--- src/rtl/prim_arbiter_pkg.sv ---
// Shared types and helpers for the round-robin packet arbiter.
package prim_arbiter_pkg;

    typedef enum logic {
        ARB_IDLE   = 1'b0,
        ARB_LOCKED = 1'b1
    } arb_state_e;

    function automatic int unsigned idx_width(int unsigned n);
        return (n > 1) ? $clog2(n) : 1;
    endfunction

endpackage

--- src/rtl/prim_arbiter_rr_pick.sv ---
// Combinational round-robin pick: first set request at or after ptr_i, wrapping modulo N.
module prim_arbiter_rr_pick
    import prim_arbiter_pkg::*;
#(
    parameter  int unsigned N    = 8,
    localparam int unsigned IdxW = idx_width(N)
) (
    input  logic [N-1:0]    req_i,
    input  logic [IdxW-1:0] ptr_i,
    output logic [IdxW-1:0] idx_o,
    output logic            valid_o
);

    localparam logic [IdxW:0] NumPorts = (IdxW + 1)'(N);

    logic [N-1:0]    rot;
    logic [IdxW-1:0] off;
    logic [IdxW:0]   sum;

    // Rotating the doubled vector puts ptr_i at bit 0, so the lowest set bit is the winner's offset.
    always_comb begin
        rot = N'({req_i, req_i} >> ptr_i);
        off = '0;
        for (int i = N - 1; i >= 0; i--) begin
            if (rot[i]) off = IdxW'(i);
        end
        sum = {1'b0, ptr_i} + {1'b0, off};
        if (sum >= NumPorts) sum = sum - NumPorts;
        valid_o = |req_i;
        idx_o   = valid_o ? sum[IdxW-1:0] : '0;
    end

endmodule

--- src/rtl/prim_arbiter_rr_pkt.sv ---
// N:1 round-robin arbiter that holds the grant until the winner's last beat is accepted.
// Optional output forward register enabled by defining PRIM_ARB_RR_OUT_REG_EN.
module prim_arbiter_rr_pkt
    import prim_arbiter_pkg::*;
#(
    parameter  int unsigned N    = 8,
    parameter  int unsigned DW   = 32,
    localparam int unsigned IdxW = idx_width(N)
) (
    input  logic            clk_i,
    input  logic            rst_i,
    input  logic [N-1:0]    req_i,
    input  logic [DW-1:0]   data_i [N],
    input  logic [N-1:0]    last_i,
    output logic [N-1:0]    gnt_o,
    output logic [IdxW-1:0] idx_o,
    output logic            valid_o,
    output logic [DW-1:0]   data_o,
    output logic            last_o,
    input  logic            ready_i,
    output logic            locked_o
);

    if (N < 2) begin : g_bad_n
        $error("prim_arbiter_rr_pkt: N must be at least 2");
    end

    arb_state_e      state_q, state_d;
    logic [IdxW-1:0] ptr_q, ptr_d;
    logic [IdxW-1:0] lock_idx_q, lock_idx_d;
    logic [IdxW-1:0] pick_idx;
    logic            pick_valid;
    logic [IdxW-1:0] sel_idx;
    logic            sel_valid;
    logic            sel_last;
    logic [DW-1:0]   sel_data;
    logic            acc_rdy;
    logic            fire;

    prim_arbiter_rr_pick #(.N(N)) u_pick (
        .req_i   (req_i),
        .ptr_i   (ptr_q),
        .idx_o   (pick_idx),
        .valid_o (pick_valid)
    );

    // While locked, every other requester is masked, even higher-priority ones.
    always_comb begin
        if (state_q == ARB_LOCKED) begin
            sel_idx   = lock_idx_q;
            sel_valid = req_i[lock_idx_q];
        end else begin
            sel_idx   = pick_idx;
            sel_valid = pick_valid;
        end
        sel_data = sel_valid ? data_i[sel_idx] : '0;
        sel_last = sel_valid & last_i[sel_idx];
        fire     = sel_valid & acc_rdy;
        gnt_o    = '0;
        if (fire) gnt_o[sel_idx] = 1'b1;
    end

    always_comb begin
        state_d    = state_q;
        ptr_d      = ptr_q;
        lock_idx_d = lock_idx_q;
        if (fire) begin
            if (sel_last) begin
                state_d = ARB_IDLE;
                ptr_d   = (sel_idx == IdxW'(N - 1)) ? '0 : sel_idx + 1'b1;
            end else if (state_q == ARB_IDLE) begin
                state_d    = ARB_LOCKED;
                lock_idx_d = sel_idx;
            end
        end
    end

    always_ff @(posedge clk_i or posedge rst_i) begin
        if (rst_i) begin
            state_q    <= ARB_IDLE;
            ptr_q      <= '0;
            lock_idx_q <= '0;
        end else begin
            state_q    <= state_d;
            ptr_q      <= ptr_d;
            lock_idx_q <= lock_idx_d;
        end
    end

    assign locked_o = (state_q == ARB_LOCKED);

`ifdef PRIM_ARB_RR_OUT_REG_EN
    logic            out_valid_q;
    logic [DW-1:0]   out_data_q;
    logic [IdxW-1:0] out_idx_q;
    logic            out_last_q;

    // A new beat may load in the same cycle the held one drains, keeping full throughput.
    assign acc_rdy = !out_valid_q || ready_i;

    always_ff @(posedge clk_i or posedge rst_i) begin
        if (rst_i) begin
            out_valid_q <= 1'b0;
        end else if (fire) begin
            out_valid_q <= 1'b1;
        end else if (ready_i) begin
            out_valid_q <= 1'b0;
        end
    end

    always_ff @(posedge clk_i) begin
        if (fire) begin
            out_data_q <= sel_data;
            out_idx_q  <= sel_idx;
            out_last_q <= sel_last;
        end
    end

    assign valid_o = out_valid_q;
    assign data_o  = out_data_q;
    assign idx_o   = out_idx_q;
    assign last_o  = out_last_q;
`else
    assign acc_rdy = ready_i;
    assign valid_o = sel_valid;
    assign data_o  = sel_data;
    assign idx_o   = sel_idx;
    assign last_o  = sel_last;
`endif

endmodule

--- config.mk ---
export PLATFORM = sky130hd
export DESIGN_NAME = prim_arbiter_rr_pkt
export DESIGN_NICKNAME = d
export VERILOG_FILES = /design/src/rtl/prim_arbiter_pkg.sv /design/src/rtl/prim_arbiter_rr_pick.sv /design/src/rtl/prim_arbiter_rr_pkt.sv
export SDC_FILE = /design/constraint.sdc
export NUM_CORES = 1
export LEC_CHECK = 0
export BUFFER_PORTS_ARGS = -buffer_cell sky130_fd_sc_hd__buf_2
export CORE_AREA = 3 3 124 126
export CTS_BUF_LIST = sky130_fd_sc_hd__clkbuf_8
export DETAILED_ROUTE_END_ITERATION = 8
export DIE_AREA = 0 0 127 129
export HOLD_SLACK_MARGIN = 0.15
export PLACE_DENSITY = 0.69
export SLEW_MARGIN = 15
export SYNTH_ARGS = -nofsm -noshare
export SYNTH_HDL_FRONTEND = slang
export SYNTH_SLANG_ARGS = --single-unit
--- constraint.sdc ---
create_clock -name clk_i -period 12.7 [get_ports clk_i]
set_clock_uncertainty 0.05 [all_clocks]
set_input_delay 2.54 -clock clk_i [delete_from_list [all_inputs] [get_ports clk_i]]
set_output_delay 2.54 -clock clk_i [all_outputs]
set_load 0.02 [all_outputs]
=== Yosys cells after proc, flatten, opt, wreduce, memory -nomap -nowiden ===
Cells that the tools add are included.

* Flip-flop bits (word level): 7
* Input bits: 275
* Output and inout bits: 46

* Add/subtract/negate cells: 3
* Order comparisons: 5
* Equality and inequality tests: 1
* Shifts and indexed selects: 1
* Mux-type cells: 25
* Bitwise logic cells: 5
* Reductions and logical operators: 4

{| class="wikitable"
|+ Operators by type and width
! cell !! count
|-
| $bmux 32 s3 || 1
|-
| $mux 32 || 3
|-
| $mux 3 || 12
|-
| $shr 16x3->8 || 1
|-
| $ge 4x4->1 const B || 2
|-
| $lt 3x4->1 const B || 2
|-
| $mux 8 || 1
|-
| $reduce_or 8->1 || 1
|-
| $bmux 1 s3 || 2
|-
| $mux 1 || 5
|-
| $add 3x3->4 || 1
|-
| $not 3->4 || 1
|-
| $add 3x1->3 const B || 1
|-
| $demux 1 s3 || 1
|-
| $eq 3x3->1 const B || 1
|-
| $ge 3x1->1 const B || 1
|-
| $reduce_and 3->1 || 1
|-
| $sub 3x1->3 const B || 1
|-
| $and 1x1->1 || 2
|-
| $not 1->1 || 2
|-
| $reduce_and 2->1 || 1
|-
| $logic_and 1x1->1 || 1
|}

=== Longest topological paths before layout ===
Gate-level depths: netlist of run 1.

* Word-level depth: 19
* Mapped depth: 21

=== Modules after synthesis ===
From an unflattened synthesis of run 1, not the netlist that was laid out.

* Cells, all modules: 486
* Area total of the unflattened synthesis: 3,236.9 um^2

{| class="wikitable"
|+ Modules (own cells, without submodules)
! module !! times used !! cells an instance !! area each (um^2) !! sequential area each (um^2)
|-
| prim_arbiter_rr_pkt || 1 || 419 || 2,666.3 || 175.2
|-
| prim_arbiter_rr_pick || 1 || 67 || 570.5 || 0.0
|}

=== Worst setup path after synthesis of run 1 ===
Ideal clock, no wire load.

* Path type: input to output
* Start point: input req_i[1]
* End point: output data_o[10]
* Arrival: 6.793 ns
* Required time: 10.110 ns
* Slack: 3.317 ns
* Cell stages on the path: 20
* Path buffers: 3
* Cells stage by stage: clkbuf_1 -> mux2_2 -> o21ba_2 -> o21ai_0 -> mux4_2 -> a21oi_1 -> nor2_1 -> mux4_2 -> ha_1 -> inv_1 -> fa_1 -> nor2_1 -> a22oi_1 -> clkinv_1 -> and3_1 -> clkbuf_1 -> clkbuf_1 -> nand2_1 -> mux2_1 -> o311ai_1

* Word-level cells in the longest chain between the ends: 19
* Elaborated cells on any way between the ends: 24

{| class="wikitable"
|+ Ends and longest elaborated chain
! item !! RTL line !! source
|-
| start, declared || prim_arbiter_rr_pkt.sv:12 || <nowiki>input logic [N-1:0] req_i,</nowiki>
|-
| $shr 16x3->8 || prim_arbiter_rr_pick.sv:22 || <nowiki>rot = N'({req_i, req_i} >> ptr_i);</nowiki>
|-
| $mux 3 (8 in series) || prim_arbiter_rr_pick.sv:25 || <nowiki>if (rot[i]) off = IdxW'(i);</nowiki>
|-
| $add 3x3->4 || prim_arbiter_rr_pick.sv:27 || <nowiki>sum = {1'b0, ptr_i} + {1'b0, off};</nowiki>
|-
| $ge 4x4->1 or $sub 3x1->3 (tied branches) || prim_arbiter_rr_pick.sv:28 || <nowiki>if (sum >= NumPorts) sum = sum - NumPorts;</nowiki>
|-
| $mux 3 || prim_arbiter_rr_pick.sv:28 ||
|-
| $mux 3 * || prim_arbiter_rr_pick.sv:30 || <nowiki>idx_o = valid_o ? sum[IdxW-1:0] : '0;</nowiki>
|-
| $mux 3 * || prim_arbiter_rr_pkt.sv:49 || <nowiki>if (state_q == ARB_LOCKED) begin</nowiki>
|-
| named net idx_o[1] || prim_arbiter_rr_pkt.sv:16 || <nowiki>output logic [IdxW-1:0] idx_o,</nowiki>
|-
| $not 3->4 (not written as such) * || prim_arbiter_rr_pkt.sv:56 || <nowiki>sel_data = sel_valid ? data_i[sel_idx] : '0;</nowiki>
|-
| $bmux 32 s3 * || prim_arbiter_rr_pkt.sv:56 ||
|-
| $mux 32 (not written as such) * (2 in series) || prim_arbiter_rr_pkt.sv:56 ||
|-
| $mux 32 * || prim_arbiter_rr_pkt.sv:56 ||
|-
| end, declared || prim_arbiter_rr_pkt.sv:18 || <nowiki>output logic [DW-1:0] data_o,</nowiki>
|}

Mark *: on every way through the listed nets, which the timed path passes. The rest lies on a longest branch. The select of a mux whose other input is x is not followed.

=== Final worst setup path of run 1 ===
* Start point: input req_i[1]
* End point: output data_o[9]

* Word-level cells in the longest chain between the ends: 19
* Elaborated cells on any way between the ends: 24

{| class="wikitable"
|+ Ends and longest elaborated chain
! item !! RTL line
|-
| $shr 16x3->8 || prim_arbiter_rr_pick.sv:22
|-
| $mux 3 (8 in series) || prim_arbiter_rr_pick.sv:25
|-
| $add 3x3->4 || prim_arbiter_rr_pick.sv:27
|-
| $ge 4x4->1 or $sub 3x1->3 (tied branches) || prim_arbiter_rr_pick.sv:28
|-
| $mux 3 || prim_arbiter_rr_pick.sv:28
|-
| $mux 3 || prim_arbiter_rr_pick.sv:30
|-
| $mux 3 || prim_arbiter_rr_pkt.sv:49
|-
| $not 3->4 (not written as such) || prim_arbiter_rr_pkt.sv:56
|-
| $bmux 32 s3 || prim_arbiter_rr_pkt.sv:56
|-
| $mux 32 (not written as such) (2 in series) || prim_arbiter_rr_pkt.sv:56
|-
| $mux 32 * || prim_arbiter_rr_pkt.sv:56
|}

Every way passes the cells marked *; elsewhere a longest branch is shown, timed or not. The select of a mux whose other input is x is not followed.

==> flow_summary.yaml, run 1 <==
floorplan:
  die_x_um: 127
  fp.coreArea_sq_mm: 0.0144
  initial_core_util: 0.293
  rows: 44
  io_pins: 321
  die-height_um: 129
  die_area_sq_mm: 0.0164
clocking:
  path_clk_slew_ns: 0.04
  clock-sinks: 7
  post_cts_resized: 0
  insertion_delay_ns: 0.22
  h-tree-depth: 1
  cts_root_buf: "clkbuf_8"
  cts_tree: "yes"
  cts_buffers: 3
  cts_setup_buffers: 0
  cts.path.max_buffers: 2
  holdBufCountCts: 0
global_routing:
  grtUsageMet3: 0.0328
  overflow: 0
  grt_use_met2: 0.370
  use_met1: 0.296
  grt_start_max_net_pins: 72
  grt_pass1_vias: 5610
  grt_usage: 0.220
  grt_busiest_layer: "met2"
  antenna_found_initial: 2
  grt_pass1_wl_um: 29700
yosys:
  synth-compound-area-share: 0.353
  synthAdderAreaFrac: 0.0136
  synthFlopType: "dfrtp_1"
  synth_xor_xnor_area_share: 0.00207
  yosys_warnings: 0
  synth-async-reset-ratio: 1.00
  synth_cells: 589
  synth.avg_cell_area_sq_um: 7.17
  synth-simple-area-share: 0.269
  synth_cell_types: 56
  synth_edf_count: 0
  synth_top_family_by_area: "compound AO/OA/AOI/OAI gates"
  synth.net_count: 868
  ys_ff_latch: 7
  synth.area.mux_share: 0.240
  synth_seq_area_share: 0.0415
  netlist_area_sq_mm: 0.00422
job:
  maxCapViolations: 0
routing:
  drtIter0Drc: 446
  wl_per_cell_um: 19.1
  routed-via-count: 5863
  via_per_inst: 5.66
  finalWirelength_um: 19700
  remaining_drc_errors: 0
  drtPass1Iterations: 5
  ant_nets: 0
timing:
  slew_headroom: 0.252
  setup_tns_ns: 0
  hold_viol_final: 0
  timing.hold.ws_ns: 0.548
  rsz0062_at_grt: "false"
  slew_violations: 0
  worst_slack_ns: 2.07
  worst_pin_slew_ns: 1.12
  setup_violations: 0
  fin_crit_ns: 10.63
  fin_crit_sh: 0.837
  fmax_ghz: 0.0941
critical_path:
  cp_data_arrival_time_ns: 8.04
  cp_max_fo: 64
  crit_required_ns: 10.11
  crit_path_max_incr_delay_ns: 0.83
  crit_family: "multiplexers"
  path_buf_inv: 4
  critPathSlowestCell: "and3_4"
  cp-end-kind: "output pin"
  worstSetupPathType: "in -> out"
  start_kind: "input pin"
  cp_cell_sequence: "buf_2 > mux2_2 > o21ba_2 > o21ai_0 > mux4_2 > a21oi_1 > nor2_1 > mux4_2 > ha_1 > inv_1 > a311oi_1 > nor2_4 > inv_2 > and3_4 > nand2_1 > mux2_2 > o311ai_1 > buf_2"
place:
  dp_worst_setup_slack_ns: 1.78
  dp_hpwl_um: 15100
  gp_congestion: 0.916
  numPortBuffers: 320
finish:
  drive_gt1_frac: 0.475
  layout.nets: 1129
  final_common_cell: "buf_2"
  layout_common_cells: "buf_2 (320), nand2_1 (139), mux2_2 (49), a211oi_1 (37), o2111a_1 (35)"
  fin_util: 0.409
  area_growth_pct: 39.8
min_path:
  hold_class: "reg -> reg"
status:
  status: "finished, final reports clean"
-- cells by family after synthesis --
family	Yosys count
adder cells (fa/ha/maj)	4
buffers and inverters	83
AND/OR/NAND/NOR	239
flip-flops	7
AO/OA/AOI/OAI	168
multiplexers	87
XOR/XNOR	1
-- metal layers --
layer / vias to the layer above / wire length, um
met5: - / 0
met4: 0 / 374
met2: 348 / 9280
met3: 34 / 1860
li1: 2805 / -
met1: 2676 / 8230
-- worst paths after layout --
kind,start,to,slack (ns),cells past startpoint
min in group asynchronous,rst_i,locked_o,2.19,2
min,lock_idx_q[1],lock_idx_q[1],0.55,2
max reg2reg,ptr_q[1],lock_idx_q[0],6.41,16
max,req_i[1],data_o[9],2.07,18
max in group asynchronous,rst_i,ptr_q[0],10.20,2
min reg2reg,lock_idx_q[1],lock_idx_q[1],0.55,2
-- area by class of cell --
cell class / instances / area, sq um
Fill cell: 1537 / 8520
Multi-Input combinational cell: 499 / 3750
Timing Repair Buffer: 326 / 1650
Tap cell: 184 / 230
Sequential cell: 7 / 175
Inverter: 13 / 48.8
Clock buffer: 3 / 41.3
Antenna cell: 2 / 5.00
Clock inverter: 1 / 3.75
-- per-stage QoR --
stage | cells | instance area, sq um
3_3_place_gp | 1029 | 5850
6_report | 1035 | 5900
3_5_place_dp | 1029 | 5850
2_1_floorplan | 589 | 4220
5_1_grt | 1035 | 5900
4_1_cts | 1033 | 5890
-- worst min-delay path: stages, from the launching register on --
cell	delay, ns
dfrtp_1	0.42
inv_1	0.07
mux2i_1	0.06
-- sequential cells by signal (all words and copies together) (netlist names) --
register and count:
lock_idx_q 3, ptr_q 3, locked_o 1
-- cell usage after synthesis, drive strengths merged, types with 8 or more instances --
cell | number | area share
mux2i | 11 | 0.026
nand2 | 140 | 0.12
o2111a | 35 | 0.093
nor2 | 8 | 0.0077
and2 | 35 | 0.052
o311ai | 32 | 0.066
mux2 | 72 | 0.19
a211oi | 37 | 0.066
inv | 12 | 0.011
a221oi | 33 | 0.076
nor3 | 28 | 0.034
buf | 22 | 0.026
clkbuf | 48 | 0.043
Power of run 1 is left out: the tool's default activity adds up to more than one toggle a clock period on the data nets, which glitch-free logic cannot reach.
==> inputs of run 2 (changes only) <==
--- a/config.mk
+++ b/config.mk
@@ -6,12 +6,12 @@
 export NUM_CORES = 1
 export LEC_CHECK = 0
 export BUFFER_PORTS_ARGS = -buffer_cell sky130_fd_sc_hd__buf_2
-export CORE_AREA = 3 3 124 126
+export CORE_AREA = 3 3 123 125
 export CTS_BUF_LIST = sky130_fd_sc_hd__clkbuf_8
 export DETAILED_ROUTE_END_ITERATION = 8
-export DIE_AREA = 0 0 127 129
+export DIE_AREA = 0 0 126 128
 export HOLD_SLACK_MARGIN = 0.15
-export PLACE_DENSITY = 0.69
+export PLACE_DENSITY = 0.72
 export SLEW_MARGIN = 15
 export SYNTH_ARGS = -nofsm -noshare
 export SYNTH_HDL_FRONTEND = slang
==> constraint.sdc (replaced) <==
create_clock -name clk_i -period 9.3 [get_ports clk_i]
set_clock_uncertainty 0.05 [all_clocks]
set_input_delay 1.86 -clock clk_i [delete_from_list [all_inputs] [get_ports clk_i]]
set_output_delay 1.86 -clock clk_i [all_outputs]
set_load 0.02 [all_outputs]
==> run 2 against run 1 <==
Via count up 2.6%. Core utilization up 1.7 points. Critical path type unchanged. Sequential share of layout area about the same. Global-route usage up 1.6 points. Final area up 1.1%. Largest cell class unchanged. Count of clock-buffer cells in the layout unchanged. Critical path depth up 1. Register-to-register slack worse by 2.9 ns.
==> flow_summary.yaml, run 2 (same netlist as run 1, synthesis figures left out) <==
global_routing:
  grt_pass1_wl_um: 31100
  grt_pass1_vias: 5763
  grt_usage: 0.236
  grt_start_max_net_pins: 72
  overflow: 0
  antenna_found_initial: 4
critical_path:
  worstSetupPathType: "in -> out"
  crit_path_max_incr_delay_ns: 0.78
  cp_data_arrival_time_ns: 6.64
  cp-end-kind: "output pin"
  worstSetupStartpoint: "req_i[1]"
  reg2reg_from: "ptr_q[1]"
  cp_cell_sequence: "buf_2 > mux2_2 > o21ba_2 > o21ai_0 > mux4_2 > a21oi_1 > nor2_1 > mux4_2 > ha_1 > inv_1 > fa_1 > xor2_1 > and2_1 > o2111a_1 > a221oi_4 > buf_4 > mux2_2 > o311ai_1 > buf_2"
  cp_max_fo: 71
  critPathSlowestCell: "buf_4"
  crit_required_ns: 7.39
  start_kind: "input pin"
timing:
  setup_violations: 0
  rsz0062_at_grt: "false"
  setup_tns_ns: 0
  worst_slack_ns: 0.747
  fin_crit_sh: 0.920
  slew_headroom: 0.273
  fmax_ghz: 0.117
  slew_violations: 0
  hold_viol_final: 0
  worst_pin_slew_ns: 1.09
  fin_crit_ns: 8.55
min_path:
  worstHoldStart: "lock_idx_q[1]"
  hold_class: "reg -> reg"
clocking:
  post_cts_resized: 0
  cts_root_buf: "clkbuf_8"
  insertion_delay_ns: 0.23
  cts_setup_buffers: 0
  h-tree-depth: 1
  clock-sinks: 7
  cts_tree: "yes"
  holdBufCountCts: 0
  cts_buffers: 3
  cts.path.max_buffers: 2
  path_clk_slew_ns: 0.04
finish:
  final_common_cell: "buf_2"
  area_growth_pct: 41.4
  layout_common_cells: "buf_2 (320), nand2_1 (139), mux2_2 (49), a211oi_1 (37), o2111a_1 (35)"
  fin_util: 0.427
  layout.nets: 1139
  drive_gt1_frac: 0.481
place:
  dp_hpwl_um: 15900
  numPortBuffers: 320
  gp_congestion: 0.965
  dp_worst_setup_slack_ns: 0.781
routing:
  drtIter0Drc: 401
  wl_per_cell_um: 20.0
  remaining_drc_errors: 0
  ant_nets: 0
  via_per_inst: 5.78
  drtPass1Iterations: 5
  finalWirelength_um: 20800
  routed-via-count: 6014
floorplan:
  initial_core_util: 0.302
  die-height_um: 128
  rows: 43
  io_pins: 321
  die_x_um: 126
  fp.coreArea_sq_mm: 0.0140
  die_area_sq_mm: 0.0161
status:
  status: "finished, final reports clean"
job:
  maxCapViolations: 0
[run 2: cell types whose count changed in the layout (fill, tap and decap cells not counted), sizes merged]
cell  previous run  this run
buf            326       336
[run 2: area by class of cell]
cell class | instances | area [sq um]
clock buffers | 3 | 41.3
well taps | 180 | 225
clock inverters | 1 | 3.75
flip-flops and latches | 7 | 175
inverters | 13 | 48.8
multi-input cells | 499 | 3750
diodes | 2 | 5.00
fillers | 1510 | 8020
repair buffers | 336 | 1720
[run 2: final timing paths]
path | to | depth (start not counted) | slack (ns)
setup reg to reg | lock_idx_q[0] | 17 | 3.47
hold reg to reg | lock_idx_q[1] | 2 | 0.56
max in group asynchronous | lock_idx_q[2] | 2 | 7.46
min in group asynchronous | lock_idx_q[0] | 2 | 1.51
setup / recovery | data_o[0] | 19 | 0.75
hold / removal | lock_idx_q[1] | 2 | 0.56
[run 2: layer usage]
layer	GRT usage	vias to the layer above	part of all wire
met2	0.423	348	0.49
li1	-	2831	-
met4	0.0644	4	0.023
met3	0.0363	39	0.087
met1	0.294	2792	0.40
met5	0	-	0.0010
[run 2: through the flow]
| step | hold slack, ns | area (sq um) | instances |
|---|---|---|---|
| 5_1_grt | 0.605 | 5970 | 1041 |
| 2_1_floorplan | 0.491 | 4220 | 589 |
| 6_report | 0.564 | 5970 | 1041 |
| 3_5_place_dp | 0.564 | 5920 | 1035 |
| 3_3_place_gp | 0.533 | 5920 | 1035 |
| 4_1_cts | 0.569 | 5960 | 1039 |
[run 2: worst max-delay path: cells and delay by family]
kind	cells	cell delay, ns
buffers and inverters	4	1.25
AO/OA/AOI/OAI	6	0.98
XOR/XNOR	1	0.07
AND/OR/NAND/NOR	2	0.28
adder cells (fa/ha/maj)	2	0.37
multiplexers	4	1.71
Power of run 2 is left out for the same reason.
==> inputs of run 3 (changes only) <==
--- a/config.mk
+++ b/config.mk
@@ -6,13 +6,14 @@
 export NUM_CORES = 1
 export LEC_CHECK = 0
 export BUFFER_PORTS_ARGS = -buffer_cell sky130_fd_sc_hd__buf_2
-export CORE_AREA = 3 3 123 125
+export CORE_AREA = 2 2 126 128
 export CTS_BUF_LIST = sky130_fd_sc_hd__clkbuf_8
 export DETAILED_ROUTE_END_ITERATION = 8
-export DIE_AREA = 0 0 126 128
+export DIE_AREA = 0 0 128 130
 export HOLD_SLACK_MARGIN = 0.15
-export PLACE_DENSITY = 0.72
+export PLACE_DENSITY = 0.68
 export SLEW_MARGIN = 15
 export SYNTH_ARGS = -nofsm -noshare
 export SYNTH_HDL_FRONTEND = slang
 export SYNTH_SLANG_ARGS = --single-unit
+export TNS_END_PERCENT = 10
==> run 3 against run 2 <==
Non-clock buffer count down 4. First-iteration DRC count up 30%. Global-route usage down 1.6 points. Final cell count up 0.67%. Final area up 0.13%. Core utilization down 3.9 points. Via count down 2.4%.
==> flow_summary.yaml, run 3 (same netlist as run 1, synthesis figures left out) <==
status:
  status: "finished, final reports clean"
routing:
  wl_per_cell_um: 19.6
  drtIter0Drc: 523
  drtPass1Iterations: 5
  ant_nets: 0
  routed-via-count: 5867
  via_per_inst: 5.60
  finalWirelength_um: 20500
  remaining_drc_errors: 0
critical_path:
  crit_required_ns: 7.39
  worstSetupPathType: "in -> out"
  cp-end-kind: "output pin"
  reg2reg_from: "ptr_q[1]"
  start_kind: "input pin"
  worstSetupStartpoint: "req_i[1]"
  cp_data_arrival_time_ns: 6.78
  cp_max_fo: 32
timing:
  worst_slack_ns: 0.613
  fin_crit_ns: 8.69
  fmax_ghz: 0.115
  slew_headroom: 0.265
  worst_pin_slew_ns: 1.10
  slew_violations: 0
  hold_viol_final: 0
  rsz0062_at_grt: "false"
  timing.hold.ws_ns: 0.547
  setup_violations: 0
  fin_crit_sh: 0.934
  setup_tns_ns: 0
floorplan:
  rows: 46
  die_area_sq_mm: 0.0166
  io_pins: 321
  die_x_um: 128
  die-height_um: 130
  initial_core_util: 0.274
  fp.coreArea_sq_mm: 0.0154
finish:
  final_common_cell: "buf_2"
  drive_gt1_frac: 0.478
  area_growth_pct: 41.6
  layout_common_cells: "buf_2 (320), nand2_1 (139), mux2_2 (49), a211oi_1 (37), o2111a_1 (35)"
  layout.nets: 1135
min_path:
  worstHoldStart: "lock_idx_q[1]"
  hold_class: "reg -> reg"
place:
  dp_hpwl_um: 15300
  dp_worst_setup_slack_ns: 0.656
  numPortBuffers: 320
  gp_congestion: 0.885
clocking:
  clock-sinks: 7
  cts_setup_buffers: 0
  insertion_delay_ns: 0.22
  cts_root_buf: "clkbuf_8"
  path_clk_slew_ns: 0.04
  cts.path.max_buffers: 2
  holdBufCountCts: 0
  post_cts_resized: 0
  cts_tree: "yes"
  cts_buffers: 3
  h-tree-depth: 1
global_routing:
  grt_pass1_wl_um: 29000
  grt_usage: 0.220
  grt_start_max_net_pins: 72
  antenna_found_initial: 0
  grt_pass1_vias: 5243
  overflow: 0
job:
  maxCapViolations: 0
## run 3: cell count changes in the layout (fill, tap and decap cells not counted), sizes merged
cell,delta
buf,-4
diode,-1
## run 3: layout make-up
type,count,area [sq um]
Fill cell,1654,9450
Multi-Input combinational cell,499,3750
Timing Repair Buffer,332,1720
Tap cell,192,240
Sequential cell,7,175
Inverter,13,48.8
Clock buffer,3,41.3
Clock inverter,1,3.75
Antenna cell,1,2.50
## run 3: worst max-delay path: stages
cell and delay [ns]:
buf_2 0.16, mux2_2 0.31, o21ba_2 0.23, o21ai_0 0.07
mux4_2 0.52, a21oi_1 0.18, nor2_1 0.06, mux4_2 0.45
ha_1 0.19, inv_1 0.07, fa_1 0.46, nor2_1 0.11
a22oi_1 0.16, clkinv_1 0.21, and3_2 0.64, buf_4 0.36
nand2_1 0.08, mux2_1 0.29, o311ai_1 0.12, buf_2 0.24
## run 3: layer usage
layer | global-route usage | part of all wire
met5 | 0 | 0
met4 | 0.0692 | 0.025
met3 | 0.0316 | 0.077
met2 | 0.367 | 0.47
met1 | 0.293 | 0.43
## run 3: final timing paths
| path | end | slack, ns | cells past startpoint |
|---|---|---|---|
| worst min register to register | lock_idx_q[1] | 0.55 | 2 |
| worst min-delay path | lock_idx_q[1] | 0.55 | 2 |
| min in group asynchronous | locked_o | 1.50 | 2 |
| worst max-delay path | data_o[29] | 0.61 | 20 |
| worst max register to register | lock_idx_q[0] | 3.42 | 17 |
| max in group asynchronous | lock_idx_q[0] | 7.50 | 2 |
## run 3: stage by stage
step,utilization,instance area [sq um],cells
3_3_place_gp,0.384,5930,1043
6_report,0.387,5980,1048
5_1_grt,0.387,5970,1047
3_5_place_dp,0.384,5930,1043
2_1_floorplan,-,4220,589
4_1_cts,0.387,5970,1047
Power of run 3 is left out for the same reason.
